==> src/rtl/tree_sum_accumulator_if.sv <==
// ----------------------------------------------------------------------------
// tree_sum_accumulator_if
// Bundles the data-path and handshake signals of tree_sum_accumulator.
//   slave  : view used by the accumulator itself
//   master : view used by whoever drives beats and takes results
// Signals:
//   clear_i        synchronous abort of partial group and held result
//   k_i            beats per group, sampled on the first beat of a group
//   signed_i       1: signed arithmetic, 0: unsigned arithmetic
//   in_valid_i / in_ready_o / in_data_i       beat handshake and tree sum
//   out_valid_o / out_ready_i / out_data_o    result handshake and sum
//   out_overflow_o sticky overflow of the presented group
//   busy_o         accumulator is not idle
// ----------------------------------------------------------------------------
interface tree_sum_accumulator_if #(
    parameter int IN_W  = 32,
    parameter int ACC_W = 32,
    parameter int MAX_K = 256
);
    localparam int KW = $clog2(MAX_K + 1);

    logic              clear_i;
    logic [KW-1:0]     k_i;
    logic              signed_i;
    logic              in_valid_i;
    logic              in_ready_o;
    logic [IN_W-1:0]   in_data_i;
    logic              out_valid_o;
    logic              out_ready_i;
    logic [ACC_W-1:0]  out_data_o;
    logic              out_overflow_o;
    logic              busy_o;

    modport slave (
        input  clear_i, k_i, signed_i, in_valid_i, in_data_i, out_ready_i,
        output in_ready_o, out_valid_o, out_data_o, out_overflow_o, busy_o
    );

    modport master (
        output clear_i, k_i, signed_i, in_valid_i, in_data_i, out_ready_i,
        input  in_ready_o, out_valid_o, out_data_o, out_overflow_o, busy_o
    );
endinterface

==> src/rtl/tree_sum_accumulator.sv <==
// ----------------------------------------------------------------------------
// tree_sum_accumulator
// Consumer end of the binary tree adder. Accepts one reduced tree sum per
// beat and accumulates k beats into one result, which is then offered on a
// valid/ready output together with a sticky overflow flag. A result transfer
// and the first beat of the next group may happen in the same cycle, so the
// input sustains one beat per cycle across group boundaries.
// Ports:
//   clk_i   clock, all state on rising edge
//   rst_ni  asynchronous active-low reset
//   bus     tree_sum_accumulator_if.slave (handshakes, data, control, status)
// ----------------------------------------------------------------------------
module tree_sum_accumulator #(
    parameter int IN_W  = 32,
    parameter int ACC_W = 32,
    parameter int MAX_K = 256,
    localparam int KW   = $clog2(MAX_K + 1)
) (
    input  logic                    clk_i,
    input  logic                    rst_ni,
    tree_sum_accumulator_if.slave   bus
);

    // A tree sum wider than the accumulator cannot be represented.
    if (IN_W > ACC_W) begin : g_width_check
        $fatal(1, "tree_sum_accumulator: IN_W must not exceed ACC_W");
    end

    typedef enum logic [1:0] {
        S_IDLE  = 2'd0,
        S_ACCUM = 2'd1,
        S_HOLD  = 2'd2
    } state_t;

    localparam logic [KW-1:0] K_ONE = {{(KW-1){1'b0}}, 1'b1};

    // Widen an input beat to accumulator width.
    function automatic logic [ACC_W-1:0] ext_in(input logic [IN_W-1:0] x,
                                                input logic            sgn);
        logic [ACC_W-1:0] r;
        if (sgn) begin
            r = ACC_W'($signed(x));
        end else begin
            r = ACC_W'(x);
        end
        return r;
    endfunction

    // Modulo-2^ACC_W add; MSB of the result is the overflow of this step
    // (signed: operands agree in sign but the sum does not; unsigned: carry).
    function automatic logic [ACC_W:0] add_ovf(input logic [ACC_W-1:0] a,
                                               input logic [ACC_W-1:0] b,
                                               input logic             sgn);
        logic [ACC_W:0] wide;
        logic           ovf;
        wide = {1'b0, a} + {1'b0, b};
        if (sgn) begin
            ovf = (a[ACC_W-1] == b[ACC_W-1]) && (wide[ACC_W-1] != a[ACC_W-1]);
        end else begin
            ovf = wide[ACC_W];
        end
        return {ovf, wide[ACC_W-1:0]};
    endfunction

    state_t           state_r, state_n;
    logic [ACC_W-1:0] acc_r, acc_n;
    logic [KW-1:0]    cnt_r, cnt_n;
    logic [KW-1:0]    k_r, k_n;
    logic             ovf_r, ovf_n;
    logic             sgn_r, sgn_n;

    logic             in_ready_s;
    logic             beat_s;
    logic             xfer_s;
    logic             start_s;
    logic [KW-1:0]    k_eff_s;
    logic [ACC_W:0]   sum_s;

    // Next-state, datapath update and input-ready decode.
    always_comb begin
        state_n    = state_r;
        acc_n      = acc_r;
        cnt_n      = cnt_r;
        k_n        = k_r;
        ovf_n      = ovf_r;
        sgn_n      = sgn_r;
        in_ready_s = 1'b0;

        case (state_r)
            S_IDLE:  in_ready_s = 1'b1;
            S_ACCUM: in_ready_s = 1'b1;
            // Only accept a new beat when the held result leaves this cycle.
            S_HOLD:  in_ready_s = bus.out_ready_i;
            default: in_ready_s = 1'b0;
        endcase

        if (bus.clear_i) begin
            in_ready_s = 1'b0;
        end else begin
            in_ready_s = in_ready_s;
        end

        beat_s  = bus.in_valid_i & in_ready_s;
        xfer_s  = (state_r == S_HOLD) & bus.out_ready_i & ~bus.clear_i;
        start_s = beat_s & ((state_r == S_IDLE) | xfer_s);
        k_eff_s = (bus.k_i == {KW{1'b0}}) ? K_ONE : bus.k_i;
        sum_s   = add_ovf(acc_r, ext_in(bus.in_data_i, sgn_r), sgn_r);

        if (bus.clear_i) begin
            state_n = S_IDLE;
            acc_n   = {ACC_W{1'b0}};
            cnt_n   = {KW{1'b0}};
            ovf_n   = 1'b0;
        end else if (start_s) begin
            k_n     = k_eff_s;
            sgn_n   = bus.signed_i;
            acc_n   = ext_in(bus.in_data_i, bus.signed_i);
            cnt_n   = K_ONE;
            ovf_n   = 1'b0;
            state_n = (k_eff_s == K_ONE) ? S_HOLD : S_ACCUM;
        end else if ((state_r == S_ACCUM) && beat_s) begin
            acc_n   = sum_s[ACC_W-1:0];
            cnt_n   = cnt_r + K_ONE;
            ovf_n   = ovf_r | sum_s[ACC_W];
            state_n = (cnt_n == k_r) ? S_HOLD : S_ACCUM;
        end else if (xfer_s) begin
            state_n = S_IDLE;
        end else begin
            state_n = state_r;
        end
    end

    // State and datapath registers.
    always_ff @(posedge clk_i or negedge rst_ni) begin
        if (!rst_ni) begin
            state_r <= S_IDLE;
            acc_r   <= {ACC_W{1'b0}};
            cnt_r   <= {KW{1'b0}};
            k_r     <= K_ONE;
            ovf_r   <= 1'b0;
            sgn_r   <= 1'b0;
        end else begin
            state_r <= state_n;
            acc_r   <= acc_n;
            cnt_r   <= cnt_n;
            k_r     <= k_n;
            ovf_r   <= ovf_n;
            sgn_r   <= sgn_n;
        end
    end

    // Result and status come straight from registers; acc/ovf only change
    // on a beat or clear, so they stay stable while a result is held.
    assign bus.out_valid_o    = (state_r == S_HOLD);
    assign bus.out_data_o     = acc_r;
    assign bus.out_overflow_o = ovf_r;
    assign bus.busy_o         = (state_r != S_IDLE);
    assign bus.in_ready_o     = in_ready_s;

endmodule
==> src/flat_wrapper.sv <==
// flat-port wrapper written by rule: the top's interface ports become plain ports
module tree_sum_accumulator_flat 
#(
    parameter int IN_W  = 32,
    parameter int ACC_W = 32,
    parameter int MAX_K = 256,
    localparam int KW   = $clog2(MAX_K + 1)
)
  (clk_i, rst_ni, bus_clear_i, bus_k_i, bus_signed_i, bus_in_valid_i, bus_in_data_i, bus_out_ready_i, bus_in_ready_o, bus_out_valid_o, bus_out_data_o, bus_out_overflow_o, bus_busy_o);
  tree_sum_accumulator_if #(.IN_W(IN_W), .ACC_W(ACC_W), .MAX_K(MAX_K)) bus_i ();
  input  logic clk_i;
  input  logic rst_ni;
  input wire logic [$bits(bus_i.clear_i)-1:0] bus_clear_i;
  input wire logic [$bits(bus_i.k_i)-1:0] bus_k_i;
  input wire logic [$bits(bus_i.signed_i)-1:0] bus_signed_i;
  input wire logic [$bits(bus_i.in_valid_i)-1:0] bus_in_valid_i;
  input wire logic [$bits(bus_i.in_data_i)-1:0] bus_in_data_i;
  input wire logic [$bits(bus_i.out_ready_i)-1:0] bus_out_ready_i;
  output wire logic [$bits(bus_i.in_ready_o)-1:0] bus_in_ready_o;
  output wire logic [$bits(bus_i.out_valid_o)-1:0] bus_out_valid_o;
  output wire logic [$bits(bus_i.out_data_o)-1:0] bus_out_data_o;
  output wire logic [$bits(bus_i.out_overflow_o)-1:0] bus_out_overflow_o;
  output wire logic [$bits(bus_i.busy_o)-1:0] bus_busy_o;
  assign bus_i.clear_i = bus_clear_i;
  assign bus_i.k_i = bus_k_i;
  assign bus_i.signed_i = bus_signed_i;
  assign bus_i.in_valid_i = bus_in_valid_i;
  assign bus_i.in_data_i = bus_in_data_i;
  assign bus_i.out_ready_i = bus_out_ready_i;
  assign bus_in_ready_o = bus_i.in_ready_o;
  assign bus_out_valid_o = bus_i.out_valid_o;
  assign bus_out_data_o = bus_i.out_data_o;
  assign bus_out_overflow_o = bus_i.out_overflow_o;
  assign bus_busy_o = bus_i.busy_o;
  tree_sum_accumulator #(.IN_W(IN_W), .ACC_W(ACC_W), .MAX_K(MAX_K)) u_core (.clk_i(clk_i), .rst_ni(rst_ni), .bus(bus_i));
endmodule
==> config.mk <==
export PLATFORM = sky130hd
export DESIGN_NAME = tree_sum_accumulator_flat
export DESIGN_NICKNAME = d
export VERILOG_FILES = /design/src/rtl/tree_sum_accumulator_if.sv /design/src/rtl/tree_sum_accumulator.sv /design/src/flat_wrapper.sv
export SDC_FILE = /design/constraint.sdc
export NUM_CORES = 1
export LEC_CHECK = 0
export BUFFER_PORTS_ARGS = -buffer_cell sky130_fd_sc_hd__buf_4
export CELL_PAD_IN_SITES_DETAIL_PLACEMENT = 0
export CELL_PAD_IN_SITES_GLOBAL_PLACEMENT = 1
export CORE_MARGIN = 10
export CORE_UTILIZATION = 40
export DETAILED_ROUTE_END_ITERATION = 7
export GPL_TIMING_DRIVEN = 0
export PLACE_DENSITY_LB_ADDON = 0.1
export SLEW_MARGIN = 20
export SYNTH_ARGS = -nofsm -noshare
export SYNTH_HDL_FRONTEND = slang
export SYNTH_SLANG_ARGS = --single-unit
==> constraint.sdc <==
create_clock -name clk_i -period 4.41 [get_ports clk_i]
set_clock_uncertainty 0.1 [all_clocks]
set_input_delay 0.882 -clock clk_i [delete_from_list [all_inputs] [get_ports clk_i]]
set_output_delay 0.882 -clock clk_i [all_outputs]
set_load 0.05 [all_outputs]
=== Word level (Yosys, flattened, before mapping) ===
Cells that the tools add are included.

* Add/sub/neg operators: 2
* Equal/unequal tests: 6
* Multiplexer cells: 19
* Bitwise operators: 7
* Reduce and logical (&&, ||, !) cells: 9

{| class="wikitable"
|+ Operators by type and width
! cell !! count
|-
| two-way mux 32 bit || 3
|-
| two-way mux 9 bit || 4
|-
| adder 32 x 32 -> 33 bit || 1
|-
| two-way mux 2 bit || 6
|-
| adder 9 x 1 -> 9 bit, second input constant || 1
|-
| equality test 9 x 1 -> 1 bit, second input constant || 1
|-
| equality test 9 bit || 1
|-
| logical NOT 9 bit || 1
|-
| two-way mux 1 bit || 5
|-
| AND 1 bit || 4
|-
| nonzero test 4 bit || 1
|-
| nonzero test 3 bit || 1
|-
| equality test 2 x 1 -> 1 bit, second input constant || 1
|-
| equality test 2 bit, second input constant || 1
|-
| logical AND 1 bit || 2
|-
| logical NOT 2 bit || 1
|-
| bitwise OR 1 bit || 2
|-
| case mux 1 bit (2 select lines) || 1
|-
| AND reduction 2 bit || 1
|-
| nonzero test 2 bit || 1
|-
| OR reduction 2 bit || 1
|-
| equality test 1 bit || 1
|-
| != test 1 bit || 1
|-
| NOT 1 bit || 1
|}

* Flip-flop bits (word level): 54
* Input bits: 47
* Output and inout port bits: 36
* Logic and storage cells: 49

=== Depth between registers and ports, before layout ===
Gate-level depths: netlist of the first run.

* Depth after elaboration: 9
* Depth in mapped cells: 12
* Depth with buffers taken out: 12

=== Worst setup path before layout of the first run ===
Ideal clock, no wire load.

* Path kind: input port to flip-flop
* Start point: in bus_out_ready_i
* End point: reg u_core.acc_r[8] (netlist: u_core.bus.out_data_o[8])
* Setup time: 0.136 ns
* Arrival time: 2.949 ns
* Data required time: 4.174 ns
* Setup slack: 1.225 ns
* Stages: 8
* Buffers on the path: 1
* Path through: nand2b_1 -> a21oi_1 -> nand2_1 -> nor2_1 -> nor3_2 -> buf_2 -> a22oi_1 -> o21ai_0

* Cells in the longest elaborated chain, start to end: 6
* Elaborated cells on any way between the ends: 11
* Classes of those cells: mux (4); bitwise (5); reduce/logical (2)

{| class="wikitable"
|+ Ends and longest elaborated chain
! what !! line !! source
|-
| from (decl) || flat_wrapper.sv:18 || <nowiki>input wire logic [$bits(bus_i.out_ready_i)-1:0] bus_out_ready_i;</nowiki>
|-
| case mux 1 bit (2 select lines) (*) || tree_sum_accumulator.sv:89 || <nowiki>case (state_r)</nowiki>
|-
| two-way mux 1 bit (*) || tree_sum_accumulator.sv:97 || <nowiki>if (bus.clear_i) begin</nowiki>
|-
| named net bus_in_ready_o || flat_wrapper.sv:19 || <nowiki>output wire logic [$bits(bus_i.in_ready_o)-1:0] bus_in_ready_o;</nowiki>
|-
| AND 1 bit (*) || tree_sum_accumulator.sv:103 || <nowiki>beat_s = bus.in_valid_i & in_ready_s;</nowiki>
|-
| AND 1 bit || tree_sum_accumulator.sv:105 || <nowiki>start_s = beat_s & ((state_r == S_IDLE) | xfer_s);</nowiki>
|-
| two-way mux 32 bit || tree_sum_accumulator.sv:114 || <nowiki>end else if (start_s) begin</nowiki>
|-
| two-way mux 32 bit || tree_sum_accumulator.sv:109 || <nowiki>if (bus.clear_i) begin</nowiki>
|-
| to (signal assigned) || tree_sum_accumulator.sv:137 || <nowiki>acc_r <= {ACC_W{1'b0}};</nowiki>
|-
| to (signal assigned) || tree_sum_accumulator.sv:144 || <nowiki>acc_r <= acc_n;</nowiki>
|-
| to (decl) || tree_sum_accumulator.sv:66 || <nowiki>logic [ACC_W-1:0] acc_r, acc_n;</nowiki>
|}

Mark *: on every way through the listed nets, which the timed path passes. The rest lies on a longest branch.
A chain may end at the register's enable or synchronous reset.

=== Worst setup path after layout of the first run ===
* Start point: in bus_in_data_i[1]
* End point: reg u_core.acc_r[25] (netlist: u_core.bus.out_data_o[25])

* Cells in the longest elaborated chain, start to end: 4

{| class="wikitable"
|+ Ends and longest elaborated chain
! what !! line !! source
|-
| from (decl) || flat_wrapper.sv:17 || <nowiki>input wire logic [$bits(bus_i.in_data_i)-1:0] bus_in_data_i;</nowiki>
|-
| adder 32 x 32 -> 33 bit || tree_sum_accumulator.sv:56 || <nowiki>wide = {1'b0, a} + {1'b0, b};</nowiki>
|-
| two-way mux 32 bit || tree_sum_accumulator.sv:121 || <nowiki>end else if ((state_r == S_ACCUM) && beat_s) begin</nowiki>
|-
| two-way mux 32 bit || tree_sum_accumulator.sv:114 ||
|-
| two-way mux 32 bit || tree_sum_accumulator.sv:109 ||
|}

No other way between the ends. The select of a mux whose other input is x is not followed.

==> impl_metrics.tcl, run 1 <==
set metrics [dict create \
    r2r_cells 10 \
    layout_commonest_cell "buf_4" \
    min_period_ns 3.22 \
    p_per_area_mw_per_mm2 406 \
    max_freq_ghz 0.310 \
    hold_path.class "flip-flop to flip-flop" \
    ys_warn_count 0 \
    drc 0 \
    fin_cells 716 \
    cp_data_arrival_time_ns 3.35 \
    antenna_found_initial 0 \
    grt_use_total_pct 15.9 \
    r2r-end "u_core.bus.out_data_o[25]$_DFFE_PN0P_" \
    hold_viol_final 0 \
    clock_path_buffers 2 \
    area_growth_pct 21.7 \
    yosys.area.top_type_share_pct 32.1 \
    cts.repair.resized 0 \
    grt_overflow 0 \
    period_share_pct 73.0 \
    numCtsBuffers 5 \
    peakVddDrop_mv 0.181 \
    crit_type "input port to flip-flop" \
    async_reset_ff_share_pct 100 \
    yosys-top-cells-area "dfrtp_1 32%, ha_1 10%, o21ai_0 6.9%" \
    fillers 1023 \
    hold_slack_ns 0.405 \
    die_height_um 122 \
    vias 3959 \
    synth_ff_type "dfrtp_1" \
    hp-start "u_core.k_r[1]$_DFFE_PN0P_" \
    wl_um 11900 \
    vias_per_cell 5.53 \
    placedCellCount 708 \
    first_pass_iters 5 \
    insertion_delay_ns 0.32 \
    grt_pass1_vias 3974 \
    dieArea_mm2 0.0148 \
    outcome "completed" \
    drtIter0Drc 189 \
    synth_seq_cells 54 \
    cts_tree "done" \
    final_cell_mix "82 x buf_4, 68 x nand2_1, 57 x o21ai_0, 53 x dfrtp_1, 33 x ha_1" \
    drv_slew 0 \
    setup_tns_ns 0 \
    grt_pass1_wl_um 19600 \
    nets 660 \
    start_kind "input port" \
    synth_cell_types 55 \
    synth_cells 490 \
    synth_edf_count 0 \
    pin_count 83 \
    rr_startpoint "u_core.bus.out_data_o[1]$_DFFE_PN0P_" \
    gp_congestion 0.848 \
    initial_core_util_pct 40.6 \
    numPortBuffers 82 \
    rows 37 \
    hold_path_end "u_core.k_r[1]$_DFFE_PN0P_" \
    syn_area_mm2 0.00413 \
    die_w_um 122 \
    ctsHoldBuffers 0 \
    yosysSeqAreaShare_pct 32.7 \
    rsz0062_at_grt "no" \
    critPathMaxFanout 4 \
    hpwl_um 9060 \
    worstPathRequired_ns 4.54 \
    ant_nets 0 \
    wl_per_cell_um 16.6 \
    postSynthAreaPerCell_um2 8.43 \
    clockRootBuffer "clkbuf_8" \
    setup_viol 0 \
    leakagePower_nw 2.38 \
    postCtsSetupRepairBufs 0 \
    drive_gt1_share_pct 18.1 \
    rrSetupSlack_ns 1.40 \
    cp-end-kind "flip-flop" \
    slew_headroom_pct 51.2 \
    clock_sinks 54 \
    num_antenna_cells 0 \
    tightest_slew_ns 0.732 \
    htreeDepth 2 \
    cap_violations 0 \
    worstHoldPathCells 2 \
    syn_nets 571 \
    clkTransAtPathRegs_ns 0.10 \
    synth_top_area_cell "dfrtp_1" \
    core_area_mm2 0.0102 \
    grt_max_degree 55 \
]
-- layout make-up --
cell class | count | area, um2 | area share (%)
Buffer | 16 | 63.8 | 1.27
Inverter | 9 | 33.8 | 0.672
Multi-Input combinational cell | 411 | 2680 | 53.3
Clock buffer | 6 | 72.6 | 1.44
Timing Repair Buffer | 82 | 616 | 12.2
Sequential cell | 54 | 1350 | 26.9
Clock inverter | 2 | 37.5 | 0.747
Tap cell | 136 | 170 | 3.39
-- critical path, cell delays in order --
cell and delay (ns):
buf_4 0.12, ha_1 0.28, a211oi_1 0.23, nor2_1 0.11
o31ai_1 0.55, o21ai_2 0.18, a21boi_2 0.28, o31a_1 0.28
o21ai_0 0.15, xnor2_1 0.14, o21ai_0 0.15
-- cell usage after synthesis, types with 7 or more instances --
cell type and count:
nand2b_1 7, inv_1 9, a22oi_1 18, xnor2_1 24, nor2b_1 8, nor2_1 27, dfrtp_1 53, a211oi_1 8
xor2_1 17, nand2_1 68, o21ai_0 57, a21oi_1 32, nand3_1 17, clkbuf_1 13, ha_1 33, a21o_1 15
-- state kept, by name, summed over array words and instances (netlist names) --
signal                     flops
u_core.bus.out_overflow_o      1
u_core.bus.out_data_o         32
u_core.sgn_r                   1
u_core.k_r                     9
u_core.state_r                 2
u_core.cnt_r                   9
-- kinds of logic (layout without fill, tap and decap cells) --
| group | Yosys count | count (layout) | synth area share [%] |
|---|---|---|---|
| AOI/OAI and AO/OA | 177 | 177 | 27.5 |
| xor gates and xnor gates | 41 | 41 | 8.69 |
| and+or+nand+nor | 158 | 158 | 17.9 |
| adders and majority gates | 34 | 34 | 10.5 |
| muxes | 1 | 1 | 0.242 |
| buffers and inverters | 25 | 115 | 2.36 |
| DFF | 54 | 54 | 32.7 |
-- through the flow --
step	utilization, %	total power (W)	setup slack [ns]	area, um2
finish	49.3	0.00204	1.19	5030
global route	49.3	0.00218	0.930	5030
global placement	48.3	0.00169	0.838	4920
CTS	49.3	0.00206	1.20	5030
floorplan	-	0.00141	1.22	4130
detailed placement	48.3	0.00170	0.858	4920
-- per-layer routing --
| metal | part of all wire (%) | GRT usage (%) |
|---|---|---|
| met5 | 0 | 0 |
| met3 | 4.7 | 3.10 |
| met2 | 49 | 27.3 |
| met4 | 0.31 | 2.83 |
| met1 | 46 | 20.4 |
-- where the power goes --
part / switching [W] / internal (W)
sequential: 0.0000686 / 0.000570
clock: 0.000182 / 0.000170
combinational: 0.000646 / 0.000405
-- worst max path at each step --
stage | startpoint | endpoint | slack (ns) | depth (start not counted)
after floorplan | bus_out_ready_i | u_core.bus.out_data_o[8]$_DFFE_PN0P_ | 1.22 | 8
after global placement | bus_in_data_i[1] | u_core.bus.out_data_o[25]$_DFFE_PN0P_ | 0.84 | 11
after detailed placement | bus_in_data_i[1] | u_core.bus.out_data_o[25]$_DFFE_PN0P_ | 0.86 | 11
after CTS | bus_in_data_i[1] | u_core.bus.out_data_o[25]$_DFFE_PN0P_ | 1.20 | 11
after global routing | bus_in_data_i[1] | u_core.bus.out_data_o[25]$_DFFE_PN0P_ | 0.93 | 11
final | bus_in_data_i[1] | u_core.bus.out_data_o[25]$_DFFE_PN0P_ | 1.19 | 11
No activity file was read; power rests on OpenSTA's default activity.
==> run 2: changes to the inputs <==
Settings changed: CORE_UTILIZATION 40 to 38.
Clock period 4.41 ns to 2.73 ns, I/O delays scaled along.
==> run 2 against run 1 <==
Register-to-register slack worse by 1.4 ns. Wire length rose by 4.9%. Clock-buffer cell count decreased by 1. Sequential power increased by 65%. Die area up 4.4%. Final area increased by 7.1%. Final cell count grew 2.2%. Combinational power is 79% higher. Critical path type is now flip-flop to flip-flop. Largest power group unchanged.
==> impl_metrics.tcl, run 2 (synthesized netlist as in run 1, its figures left out) <==
set metrics [dict create \
    outcome "completed" \
    cp-end-kind "flip-flop" \
    grt_pass1_vias 3999 \
    cp_slowest_cell "dfrtp_2" \
    r2r-end "u_core.bus.out_overflow_o$_DFFE_PN0P_" \
    numPortBuffers 82 \
    layout_commonest_cell "buf_4" \
    clockRootBuffer "clkbuf_8" \
    rsz0062_at_grt "yes" \
    drv_slew 0 \
    initial_core_util_pct 38.4 \
    vias 4010 \
    area_growth_pct 30.3 \
    rows 38 \
    ant_nets 0 \
    setup_ws_ns 0.0296 \
    worstPathRequired_ns 2.86 \
    clock_path_buffers 2 \
    final_cell_mix "92 x buf_4, 68 x nand2_1, 49 x o21ai_0, 47 x dfrtp_1, 29 x a21oi_1" \
    hpwl_um 9160 \
    clock_sinks 54 \
    drive_gt1_share_pct 26.2 \
    r2r_cells 12 \
    dieArea_mm2 0.0154 \
    wl_per_cell_um 17.0 \
    min_period_ns 2.70 \
    pin_count 83 \
    leakagePower_nw 2.45 \
    grt_pass1_wl_um 20300 \
    peakVddDrop_mv 0.280 \
    p_switching_w 0.00156 \
    slew_headroom_pct 50.2 \
    die_height_um 124 \
    num_antenna_cells 0 \
    swShare_pct 45.3 \
    setup_viol 0 \
    hold_slack_ns 0.145 \
    max_freq_ghz 0.370 \
    critPathMaxFanout 3 \
    crit_path_max_incr_delay_ns 0.44 \
    rrSetupSlack_ns 0.03 \
    p_per_area_mw_per_mm2 638 \
    grt_overflow 0 \
    period_share_pct 98.9 \
    startpoint "u_core.bus.out_data_o[0]$_DFFE_PN0P_" \
    vias_per_cell 5.48 \
    start_kind "flip-flop" \
    fillers 1080 \
    largest_reg_flops 32 \
    insertion_delay_ns 0.33 \
    p_comb_share_pct 54.7 \
    seqPwrFrac_pct 30.5 \
    cellInternalPower_w 0.00188 \
    crit_chain "ha_4 -> inv_2 -> fa_2 -> nor2b_4 -> o31a_1 -> o31a_1 -> o21ai_4 -> o21ai_4 -> o211ai_4 -> o21ai_2 -> a41o_1 -> a32o_1" \
    crit_type "flip-flop to flip-flop" \
    cap_violations 0 \
    gp_congestion 0.881 \
    clkTransAtPathRegs_ns 0.12 \
    rr_startpoint "u_core.bus.out_data_o[0]$_DFFE_PN0P_" \
    core_area_mm2 0.0107 \
    place_ws_ns -0.457 \
    wl_um 12500 \
    cp_data_arrival_time_ns 2.83 \
    cts_tree "done" \
    numCtsBuffers 5 \
    nets 672 \
    drc 0 \
    hold_path.class "input port to asynchronous set/reset pin" \
    drtIter0Drc 168 \
    htreeDepth 2 \
    die_w_um 124 \
    antenna_found_initial 0 \
    grt_max_degree 55 \
    hold_viol_final 0 \
    power_frac_clock_pct 14.8 \
    tightest_slew_ns 0.747 \
    first_pass_iters 4 \
    grt_use_total_pct 15.4 \
]
-- run 2: cell count changes in the layout (fill, tap and decap cells not counted), moves of 7 or more --
cell	previous run	this run
buf_4	82	92
ha_1	33	24
ha_4	0	8
o21ai_0	57	49
o21ai_1	2	9
-- run 2: cell type report --
cell class	instances	area (um2)	area share, %
Clock inverter	3	26.3	0.488
Inverter	9	33.8	0.628
Buffer	16	65.1	1.21
Tap cell	140	175	3.25
Clock buffer	5	68.8	1.28
Multi-Input combinational cell	411	2930	54.5
Sequential cell	54	1360	25.3
Timing Repair Buffer	94	722	13.4
-- run 2: power groups by stage --
stage	Combinational, W	Sequential [W]	Clock (W)
floorplan	0.000931	0.00134	0
global placement	0.00170	0.00105	0
detailed placement	0.00170	0.00105	0
CTS	0.00178	0.00104	0.000538
global route	0.00206	0.00106	0.000568
finish	0.00188	0.00105	0.000509
-- run 2: through the flow --
step	instance area [um2]	util, %	TNS (ns)	std cells	total power [W]
after floorplan	4140	-	0	490	0.00227
after global placement	4930	45.9	-6.93	712	0.00274
after detailed placement	4930	45.9	-7.42	712	0.00275
after CTS	5180	48.2	-0.0439	727	0.00336
after global routing	5380	50.1	-0.392	732	0.00369
final	5380	50.1	0	732	0.00343
-- run 2: worst max-delay path by stage --
stage / cells past startpoint / to / slack [ns]
2_1_floorplan: 10 / u_core.bus.out_overflow_o$_DFFE_PN0P_ / 0.02
5_1_grt: 12 / u_core.bus.out_overflow_o$_DFFE_PN0P_ / -0.08
3_5_place_dp: 11 / u_core.bus.out_data_o[25]$_DFFE_PN0P_ / -0.46
6_report: 12 / u_core.bus.out_overflow_o$_DFFE_PN0P_ / 0.03
3_3_place_gp: 11 / u_core.bus.out_data_o[25]$_DFFE_PN0P_ / -0.49
4_1_cts: 10 / u_core.bus.out_data_o[25]$_DFFE_PN0P_ / -0.03
-- run 2: routing by layer --
layer	vias up	track usage (%)	wire length, um
met5	-	0	0
met2	73	26.0	6100
met4	0	3.08	82
met1	1928	19.9	5900
li1	2002	-	-
met3	7	2.89	381
-- run 2: worst max-delay path, delay by kind of cell, from the launching register on --
family / cells / cell delay, ns
compound gates: 8 / 1.59
fa+ha+maj: 2 / 0.37
buf+inv: 1 / 0.04
flops: 1 / 0.44
simple gates: 1 / 0.05
-- run 2: timing repair --
item                                    4_1_cts  5_1_grt
hold buffers                                  0        0
endpoints found under the setup margin       18       33
pin swaps                                    10       18
gates resized for setup                      16       35
setup buffers                                 7        5
==> run 3: changes to the inputs <==
Clock period 2.73 ns to 2.3 ns, I/O delays scaled along.
==> run 3 against run 2 <==
The run now ends with negative setup slack left. Clock-buffer cell count increased by 1. Critical endpoint unchanged. Non-clock buffer count up 18. Final area up 7.9%. Worst setup slack got worse by 0.44 ns. Sequential power rose by 20%. Critical path depth stayed put. Combinational power grew 32%. Sequential share of layout area shrank 1.6 points. Largest cell class unchanged. Worst hold slack lost 0.084 ns. Sequential cell count unchanged. Via count up 2.3%. Final cell count increased by 2.5%.
==> impl_metrics.tcl, run 3 (synthesized netlist as in run 1, its figures left out) <==
set metrics [dict create \
    min_period_ns 2.71 \
    grt_pass1_wl_um 21100 \
    numCtsBuffers 5 \
    crit_chain "ha_4 -> inv_2 -> fa_2 -> nor2b_4 -> o31a_1 -> o31a_1 -> o21ai_4 -> o21ai_2 -> o211ai_4 -> o21ai_2 -> a41o_1 -> a32o_1" \
    dieArea_mm2 0.0154 \
    place_area_mm2 0.00515 \
    htreeDepth 2 \
    ctsHoldBuffers 0 \
    rsz0062_at_grt "yes" \
    clock_sinks 54 \
    outcome "finished, violations left" \
    area_growth_pct 40.7 \
    hold_slack_ns 0.0612 \
    layout_commonest_cell "buf_4" \
    worstPathRequired_ns 2.42 \
    p_per_area_mw_per_mm2 748 \
    drtIter0Drc 194 \
    numPortBuffers 82 \
    setup_viol 21 \
    slew_headroom_pct 50.0 \
    gp_congestion 0.844 \
    tightest_slew_ns 0.751 \
    first_pass_iters 4 \
    cp_slowest_cell "dfrtp_2" \
    vias_per_cell 5.47 \
    grt_use_total_pct 16.0 \
    hold_path.class "input port to asynchronous set/reset pin" \
    die_height_um 124 \
    place_ws_ns -0.648 \
    p_total_w 0.00434 \
    crit_path_max_incr_delay_ns 0.44 \
    cp_data_arrival_time_ns 2.83 \
    antenna_found_initial 0 \
    rows 38 \
    hold_viol_final 0 \
    largest_reg_flops 32 \
    hpwl_um 9330 \
    cap_violations 0 \
    wl_per_cell_um 17.2 \
    period_share_pct 118 \
    max_freq_ghz 0.369 \
    initial_core_util_pct 38.4 \
    drv_slew 0 \
    grt_overflow 0 \
    crit_type "flip-flop to flip-flop" \
    cp-end-kind "flip-flop" \
    clkTransAtPathRegs_ns 0.12 \
    setup_ws_ns -0.409 \
    leakagePower_nw 2.58 \
    drive_gt1_share_pct 36.7 \
    drc 0 \
    num_antenna_cells 0 \
    grt_pass1_vias 4174 \
    vias 4101 \
    die_w_um 124 \
    pin_count 83 \
    critPathMaxFanout 4 \
    start_kind "flip-flop" \
    r2r_cells 12 \
    insertion_delay_ns 0.33 \
    clock_path_buffers 2 \
    ant_nets 0 \
    nets 690 \
    violations "negative setup slack" \
    clockRootBuffer "clkbuf_8" \
    core_area_mm2 0.0107 \
    cts_tree "done" \
    peakVddDrop_mv 0.393 \
    finalInstanceArea_mm2 0.00581 \
    final_cell_mix "105 x buf_4, 67 x nand2_1, 33 x dfrtp_1, 31 x o21ai_0, 24 x a21oi_1" \
    grt_max_degree 55 \
    wl_um 12900 \
]
run 3: worst paths after layout:
kind,from,endpoint,slack [ns]
worst max-delay path,u_core.bus.out_data_o[0]$_DFFE_PN0P_,u_core.bus.out_overflow_o$_DFFE_PN0P_,-0.41
worst min-delay path,rst_ni,u_core.bus.out_data_o[18]$_DFFE_PN0P_,0.06
worst max register to register,u_core.bus.out_data_o[0]$_DFFE_PN0P_,u_core.bus.out_overflow_o$_DFFE_PN0P_,-0.41
worst min register to register,u_core.k_r[5]$_DFFE_PN0P_,u_core.k_r[5]$_DFFE_PN0P_,0.40
max in group asynchronous,rst_ni,u_core.bus.out_data_o[24]$_DFFE_PN0P_,1.46
min in group clk_i,bus_signed_i,u_core.sgn_r$_DFFE_PN0P_,0.22
run 3: final cells by class:
class                      instances  area [um2]
buffer                            15        77.6
clock buffer                       6        82.6
clock inverter                     2        16.3
fill                            1058        4940
inverter                           9        33.8
multi-input combinational        411        3170
sequential                        54        1380
tap                              140         175
timing repair buffer             113         878
run 3: power breakdown:
group / total (W) / switching, W / internal [W]
combinational: 0.00248 / 0.00141 / 0.00106
sequential: 0.00126 / 0.000152 / 0.00110
clock: 0.000614 / 0.000365 / 0.000249
total: 0.00434 / 0.00193 / 0.00241
run 3: through the flow:
step / std cells / setup TNS (ns) / util (%)
floorplan: 490 / -2.20 / -
global placement: 712 / -18.71 / 48.0
detailed placement: 712 / -18.77 / 48.0
CTS: 743 / -4.46 / 51.9
global route: 750 / -7.64 / 54.1
finish: 750 / -4.79 / 54.1
run 3: critical path: cells and delay by family (launching register included):
kind	cells	cell delay (ns)
AOI/OAI and AO/OA	8	1.59
adders and majority gates	2	0.37
buffers and inverters	1	0.05
DFF	1	0.44
and+or+nand+nor	1	0.05
run 3: what timing repair did:
| item | CTS | global route |
|---|---|---|
| gates resized for setup | 42 | 50 |
| buffers inserted | 23 | 10 |
| gates cloned | 0 | 0 |
| pin swaps | 17 | 28 |
| endpoints found under the setup margin | 43 | 42 |
run 3: metal layers:
layer	GRT usage, %	vias to the layer above	share of wire (%)
met5	0	-	0
met4	3.15	0	1.3
met3	2.98	13	4.0
met2	27.1	75	49
met1	20.7	1983	45
li1	-	2030	-
